**src/rtl/pc_register_unit.sv**
```systemverilog
// Program counter register with BOOT/RUN/HOLD/HALT sequencing, redirect buffering and fetch handshake.
// Optional next-PC bound check enabled by defining PC_BOUND_CHECK_EN.
module pc_register_unit #(
    parameter int unsigned     XLEN       = 32,
    parameter logic [XLEN-1:0] RESET_PC   = '0,
    parameter int unsigned     IMEM_DEPTH = 256
) (
    input  logic            clk,
    input  logic            rst_n,
    input  logic [XLEN-1:0] pc_plus1_i,
    input  logic            branch_taken_i,
    input  logic [XLEN-1:0] branch_target_i,
    input  logic            jump_i,
    input  logic [XLEN-1:0] jump_target_i,
    input  logic            stall_i,
    input  logic            halt_i,
    input  logic            imem_ready_i,
    output logic [XLEN-1:0] pc_o,
    output logic            imem_req_o,
    output logic [XLEN-1:0] imem_addr_o,
    output logic            fetch_valid_o,
    output logic            pc_fault_o
);

    typedef enum logic [1:0] {
        BOOT,
        RUN,
        HOLD,
        HALT
    } state_t;

    state_t          state_q, state_d;
    logic [XLEN-1:0] pc_q, pc_d;
    logic [XLEN-1:0] pend_tgt_q, pend_tgt_d;
    logic            pend_q, pend_d;
    logic            fv_q, fv_d;
    logic            active, accept;
    logic            new_redirect, redirect_req;
    logic [XLEN-1:0] redirect_tgt, next_pc;
`ifdef PC_BOUND_CHECK_EN
    logic            fault_q, fault_d;
    logic            out_of_range;
`endif

    assign active       = (state_q == RUN) || (state_q == HOLD);
    assign accept       = active && imem_ready_i && !stall_i;
    assign new_redirect = jump_i || branch_taken_i;
    assign redirect_req = new_redirect || pend_q;

    // Jump beats branch; a fresh redirect supersedes the buffered one.
    assign redirect_tgt = jump_i         ? jump_target_i   :
                          branch_taken_i ? branch_target_i :
                                           pend_tgt_q;
    assign next_pc      = redirect_req ? redirect_tgt : pc_plus1_i;

`ifdef PC_BOUND_CHECK_EN
    assign out_of_range = {1'b0, next_pc} >= (XLEN+1)'(IMEM_DEPTH);
`endif

    always_comb begin
        state_d    = state_q;
        pc_d       = pc_q;
        pend_d     = pend_q;
        pend_tgt_d = pend_tgt_q;
        fv_d       = 1'b0;
`ifdef PC_BOUND_CHECK_EN
        fault_d    = fault_q;
`endif
        case (state_q)
            BOOT: begin
                state_d = RUN;
            end
            RUN, HOLD: begin
                if (halt_i) begin
                    state_d = HALT;
                    pend_d  = 1'b0;
                    fv_d    = accept;
                end else if (accept) begin
`ifdef PC_BOUND_CHECK_EN
                    if (out_of_range) begin
                        state_d = HALT;
                        pend_d  = 1'b0;
                        fault_d = 1'b1;
                    end else begin
                        state_d = RUN;
                        pc_d    = next_pc;
                        pend_d  = 1'b0;
                        fv_d    = !redirect_req;
                    end
`else
                    state_d = RUN;
                    pc_d    = next_pc;
                    pend_d  = 1'b0;
                    fv_d    = !redirect_req;
`endif
                end else begin
                    state_d = HOLD;
                    if (new_redirect) begin
                        pend_d     = 1'b1;
                        pend_tgt_d = redirect_tgt;
                    end
                end
            end
            HALT: begin
                state_d = HALT;
            end
            default: begin
                state_d = BOOT;
            end
        endcase
    end

    always_ff @(posedge clk or negedge rst_n) begin
        if (!rst_n) begin
            state_q    <= BOOT;
            pc_q       <= RESET_PC;
            pend_q     <= 1'b0;
            pend_tgt_q <= '0;
            fv_q       <= 1'b0;
        end else begin
            state_q    <= state_d;
            pc_q       <= pc_d;
            pend_q     <= pend_d;
            pend_tgt_q <= pend_tgt_d;
            fv_q       <= fv_d;
        end
    end

`ifdef PC_BOUND_CHECK_EN
    always_ff @(posedge clk or negedge rst_n) begin
        if (!rst_n) begin
            fault_q <= 1'b0;
        end else begin
            fault_q <= fault_d;
        end
    end

    assign pc_fault_o = fault_q;
`else
    assign pc_fault_o = 1'b0;
`endif

    assign pc_o          = pc_q;
    assign imem_addr_o   = pc_q;
    assign imem_req_o    = active;
    assign fetch_valid_o = fv_q;

endmodule
```
**config.mk**
```make
export PLATFORM = sky130hd
export DESIGN_NAME = pc_register_unit
export DESIGN_NICKNAME = d
export VERILOG_FILES = /design/src/rtl/pc_register_unit.sv
export SDC_FILE = /design/constraint.sdc
export NUM_CORES = 1
export LEC_CHECK = 0
export CORE_MARGIN = 1
export CORE_UTILIZATION = 47
export DETAILED_ROUTE_END_ITERATION = 7
export PLACE_DENSITY = 0.84
export SLEW_MARGIN = 20
export SYNTH_ARGS = -nofsm -noshare
export SYNTH_HDL_FRONTEND = slang
export SYNTH_SLANG_ARGS = --single-unit
```
**constraint.sdc**
```tcl
create_clock -name clk -period 4.7 [get_ports clk]
set_input_delay 1.175 -clock clk [delete_from_list [all_inputs] [get_ports clk]]
set_output_delay 1.175 -clock clk [all_outputs]
set_load 0.05 [all_outputs]
```
==> run summary <==
===============================================================================================
Outcome .......................................................................... complete, no violations
Synth-to-layout area growth ......................................................        41.2%
Number of clock sinks ............................................................           68
Length of the first detailed-routing pass in iterations ..........................            4
CTS H-Tree Depth .................................................................            3
Total global-route track usage ...................................................        0.245
Fin Clk Skew .....................................................................   0.00954 ns
Highest clock frequency the design can meet ......................................    0.315 GHz
Worst Path Arrival ...............................................................      2.00 ns
Diode insertion count for antenna repair .........................................            0
Max IR drop VDD ..................................................................       419 uV
HPWL after detailed placement .................................................... 7720 microns
GRT met2 Usage ...................................................................        0.435
Crit Path Class ..................................................................   reg -> out
Setup-violating endpoint count in the final report ...............................            0
Number of core rows ..............................................................           33
Initial antenna violation count ..................................................            0
Global-route wire length before repair ........................................... 17000 microns
Count of yosys warnings during synthesis .........................................            0
First DRT Iteration DRCs .........................................................          114
Met3 usage in global routing .....................................................       0.0506
Number of top-level design ports .................................................          170
Crit path buf inv count ..........................................................            2
Pin count of the biggest net entering global routing .............................           58
Total count of hold-check failures in the final report ...........................            0
Setup total negative slack .......................................................         0 ns
Core area ........................................................................   8380 sq um
PortBufs .........................................................................          168
Horizontal extent of the die ..................................................... 96.0 microns
Post-layout instance count excluding filler cells ................................          641
Worst hold margin ................................................................     0.507 ns
Total power per unit cell area ...................................................  717 nW/um^2
Min Tclk post-route ..............................................................      3.18 ns
CTS tree .........................................................................         done
Leakage power ....................................................................      2.33 nW
Count of cells resized by post-cts repair ........................................            0
Via count of the first global-routing pass .......................................         3635
Count of cell types in the netlist ...............................................           27
Number of buffers created by CTS .................................................            9
DRC Markers ......................................................................            0
Layout cell share with drive strength beyond 1 ...................................        0.175
Maximum root-to-sink buffer count ................................................            2
Top area cells in the synthesized netlist ........................................ dfrtp_1 (41%), mux2_2 (17%), a21oi_1 (7.8%), buf_4 (6.1%), o21a_1 (6.0%)
Category of the worst setup path capture point ...................................   output pin
Type of the most critical hold path ..............................................   reg -> reg
Required time at the worst-slack endpoint ........................................      3.52 ns
Register area share after synthesis ..............................................        0.410
Total nets after synthesis .......................................................          515
Total die area ...................................................................   9220 sq um
Post-synthesis sequential element count ..........................................           68
RSZ-0062 raised after global routing .............................................        false
Final weighted congestion in routability-driven placement ........................        0.773
CTS root buf .....................................................................     clkbuf_8
Ordered cell list for the critical path .......................................... inv_1 > ha_1 > clkdlybuf4s50_1
Routed via count .................................................................         3519
Worst-case setup slack after placement ...........................................      1.45 ns
Final WS setup ...................................................................      1.52 ns
Portion of synthesized cell area occupied by the leading cell type ...............        0.410
Netlist Area Pre-Place ...........................................................   4160 sq um
Cell type contributing the most total cell area after synthesis ..................      dfrtp_1
Pin slew with the least headroom to its limit ....................................     0.871 ns
Setup bufs post-CTS ..............................................................            0
Final antenna-violating net count ................................................            0
Average instance area after synthesis ............................................   10.1 sq um
Clock input transition at the sequential cells of the worst setup and hold paths .      0.07 ns
Via density per instance .........................................................         5.49
Most crowded layer after global routing ..........................................         met2
Share of the clock period used by the worst path .................................        0.676
Hold-fix buffers at CTS ..........................................................            0
Slowest stage cell on the critical path .......................................... clkdlybuf4s50_1
Final instance area ..............................................................   5870 sq um
Total grt overflow ...............................................................            0
CP Launch Type ...................................................................    flip-flop
Largest fanout on the critical path ..............................................            8
Final max-slew violation count ...................................................            0
Post-Synthesis Cells .............................................................          410
Inst Count DP ....................................................................          625
Max-capacitance violation count ..................................................            0
Clk Latency, worst-skew pair .....................................................      0.34 ns
Starting density of the core .....................................................        0.496
Nets .............................................................................          636
Cell family with the largest share of critical-path delay ........................ buffers and inverters
Detailed-route wire length ....................................................... 10900 microns
Routed length per placed instance ................................................ 17.0 microns
Overall die height ............................................................... 96.0 microns
Max transition margin ............................................................        0.419
Met1 global-route usage ..........................................................        0.282
CP peak stage delay ..............................................................      0.85 ns
Cell Area, Placed ................................................................   5590 sq um
===============================================================================================
==> path summary, 6_finish.rpt <==
path	from	end	slack (ns)	cells after the start
worst max-delay path	state_q[1]	imem_req_o	1.52	3
worst min-delay path	pend_tgt_q[25]	pend_tgt_q[25]	0.51	1
worst max register to register	state_q[1]	imem_addr_o[2]	2.39	6
worst min register to register	pend_tgt_q[25]	pend_tgt_q[25]	0.51	1
max in group asynchronous	rst_n	pend_tgt_q[10]	3.10	2
min in group asynchronous	rst_n	imem_addr_o[4]	0.83	1
==> power by group <==
group	internal (mW)	switching (mW)
clock	0.421	0.232
sequential	0.883	0.193
combinational	0.956	1.52
==> layout by cell type (no fill, tap or decap), types with 2 or more instances in the layout <==
cell,netlist,layout
clkdlybuf4s50_1,0,165
a21oi_1,65,65
buf_2,12,2
ha_1,2,2
mux2_2,62,62
dfrtp_1,68,68
buf_4,34,9
inv_1,2,2
clkbuf_8,0,10
or2b_1,6,6
nor2_1,35,35
nand2b_1,26,26
o211ai_1,32,32
mux2_4,2,2
o21a_1,33,33
clkinvlp_4,0,2
bufinv_16,0,4
==> Yosys cell counts (all sizes together) <==
library cell / n
nor2b: 1
buf: 55
o21a: 33
dfrtp: 68
nand2: 1
and2b: 1
nor4bb: 1
clkbuf: 11
mux2: 64
ha: 2
nor3: 1
a21oi: 65
nor2: 35
o21ai: 1
conb: 1
o211ai: 32
inv: 2
or2b: 6
or3: 1
nand2b: 26
o211a: 1
nor4b: 1
nand4bb: 1
==> registers in the layout (all words and copies together), names as in the netlist <==
| register | cells |
|---|---|
| imem_addr_o | 32 |
| pend_tgt_q | 32 |
| state_q | 2 |
| fetch_valid_o | 1 |
| pend_q | 1 |
==> final cells by class <==
| class | count | area, sq um |
|---|---|---|
| tap | 105 | 131 |
| multi-input combinational | 274 | 2020 |
| sequential | 68 | 1700 |
| clock buffer | 10 | 138 |
| inverter | 2 | 7.51 |
| fill | 642 | 2510 |
| clock inverter | 6 | 135 |
| timing repair buffer | 176 | 1730 |
==> logic make-up after synthesis <==
| logic type | after synthesis | share of synthesized area |
|---|---|---|
| buf+inv | 68 | 0.108 |
| simple gates | 75 | 0.101 |
| compound gates | 132 | 0.199 |
| other cells | 1 | 0.000902 |
| fa+ha+maj | 2 | 0.00602 |
| flops | 68 | 0.410 |
| mux | 64 | 0.175 |
==> metrics by stage <==
stage / total power, mW / util
2_1_floorplan: 2.94 / -
3_3_place_gp: 3.50 / 0.667
3_5_place_dp: 3.57 / 0.667
4_1_cts: 4.23 / 0.700
5_1_grt: 4.41 / 0.700
6_report: 4.20 / 0.700
==> routing by layer <==
layer  wire, microns  vias up
met4             225        0
met1            4270     1711
met2            5690      131
met3             735       16
li1                -     1661
met5               0        -
Note: power is estimated with default switching activity, not from simulation.
==> variant: new RTL, same settings <==
Re-encode `state_t` (4 states) as one-hot, 4 bits wide.
--- a/src/rtl/pc_register_unit.sv
+++ b/src/rtl/pc_register_unit.sv
@@ -22,11 +22,11 @@
     output logic            pc_fault_o
 );
 
-    typedef enum logic [1:0] {
-        BOOT,
-        RUN,
-        HOLD,
-        HALT
+    typedef enum logic [3:0] {
+        BOOT = 4'b0001,
+        RUN  = 4'b0010,
+        HOLD = 4'b0100,
+        HALT = 4'b1000
     } state_t;
 
     state_t          state_q, state_d;
Check against the original RTL: same outputs for any inputs over 4 cycles, from zero or initial values and one cycle with rst_n low; so few cycles prove little.
==> variant against the original RTL <==
Critical path depth up 1; sequential cell count up 2; total power down 5.6%; synthesized area up 2.0%; routed wire length up 2.4%; highest routed layer unchanged; sequential share of layout area up 0.66 points; die area up 2.0%; worst setup slack worse by 0.32 ns; design area up 0.73%; maximum frequency down 9.2%.
==> variant: results <==
metrics = {
    "synth": {
        "synthArstFlopShare_pct": 100,
        "synth_nets": 590,
        "synth_warnings": 0,
        "seq_area_frac_synth_pct": 41.3,
        "netlist_top_cells_area": "dfrtp_1, mux2_1, a21oi_1",
        "syn_area_per_cell_um2": 8.71,
        "ys.flop_type": "dfrtp_1",
        "synthTopCellsByCount": "dfrtp_1, a21oi_1, nand2_1",
        "synth_cell_types": 31,
    },
    "placed_design": {
        "gp_congestion": 0.859,
        "dpl.hpwl_mm": 7.76,
        "dp.cells": 703,
    },
    "detailed_routing": {
        "via_count": 3851,
        "drt-initial-drc-count": 135,
        "via_per_inst": 5.36,
        "wl_per_cell_um": 15.6,
    },
    "final_layout": {
        "nonClkBufAreaFrac_pct": 29.1,
        "final_nets": 709,
        "clkbuf_count": 12,
        "num-multi-input-gates": 350,
        "ff_latch_area_mm2": 0.00175,
        "final-clk-cell-share_pct": 3.39,
        "fillCellCount": 732,
        "num_antenna_cells": 0,
        "multi_input_area_mm2": 0.00209,
        "buffers": 173,
    },
    "hold_path": {
        "hp-start": "pend_tgt_q[20]",
        "whs_endpoint": "pend_tgt_q[20]",
    },
    "worst_setup_path": {
        "reg2reg_depth": 5,
        "crit_arrival_ns": 2.32,
        "r2r_end": "pend_tgt_q[9]",
        "rrSetupSlack_ns": 2.56,
        "crit_fanout": 6,
    },
    "timing": {
        "skew_ns": 0.00952,
        "worst_pin_slew_ns": 0.903,
    },
    "grt": {
        "grt_pass1_wl_mm": 18.4,
        "grt_usage_pct": 23.9,
        "grt_max_degree": 71,
    },
    "pwr": {
        "power_switching_w": 0.00196,
        "pg_comb_w": 0.00231,
        "pwr-share-comb_pct": 58.2,
        "vdd_ir_drop_max_uv": 432,
        "p_seq_share_pct": 29.3,
        "power_leakage_nw": 2.45,
    },
    "outcome": {
        "status": "finished clean",
    },
    "clock_tree": {
        "cts.sinks": 70,
    },
}
==> variant: changes by cell type after synthesis, sizes merged, moves of 3 or more <==
cell | unedited run | this run
or2b | 6 | 0
nand2 | 1 | 66
clkbuf | 11 | 28
nor2 | 35 | 38
o211ai | 32 | 0
o21a | 33 | 1
a21o | 0 | 32
nor2b | 1 | 34
mux2 | 64 | 32
a31oi | 0 | 32
nand2b | 26 | 32
buf | 55 | 37
==> variant: how the worst max path moves through the flow <==
stage	startpoint	end
finish	state_q[1]	imem_req_o
global route	state_q[1]	imem_req_o
CTS	state_q[1]	imem_req_o
detailed placement	halt_i	imem_addr_o[29]
global placement	halt_i	imem_addr_o[26]
floorplan	halt_i	imem_addr_o[10]
==> variant: kinds of logic after synthesis <==
family | synth area share [%]
flops | 41.3
compound gates | 19.4
mux | 8.50
xor+xnor | 0.413
buf+inv | 9.38
simple gates | 20.9
other cells | 0.0884
==> variant: metrics by stage <==
| step | util [%] | area (um2) | hold slack, ns | setup slack [ns] |
|---|---|---|---|---|
| 6_report | 67.8 | 5910 | 0.518 | 1.20 |
| 4_1_cts | 67.8 | 5910 | 0.523 | 1.20 |
| 5_1_grt | 67.8 | 5910 | 0.550 | 1.13 |
| 2_1_floorplan | - | 4240 | 0.488 | 2.19 |
| 3_3_place_gp | 65.5 | 5710 | 0.497 | 1.38 |
| 3_5_place_dp | 65.5 | 5710 | 0.505 | 1.28 |
==> variant: worst max-delay path: cells and delay by family, from the launching register on <==
family	cells	cell delay, ns
xor gates and xnor gates	1	0.21
DFF	1	0.44
buffers and inverters	2	0.95
and+or+nand+nor	1	0.39
==> variant: routing by layer <==
layer	GRT usage [%]	share of wire (%)
met5	0	0
met4	9.53	3.0
met3	5.06	5.4
met2	41.7	50
met1	28.6	42
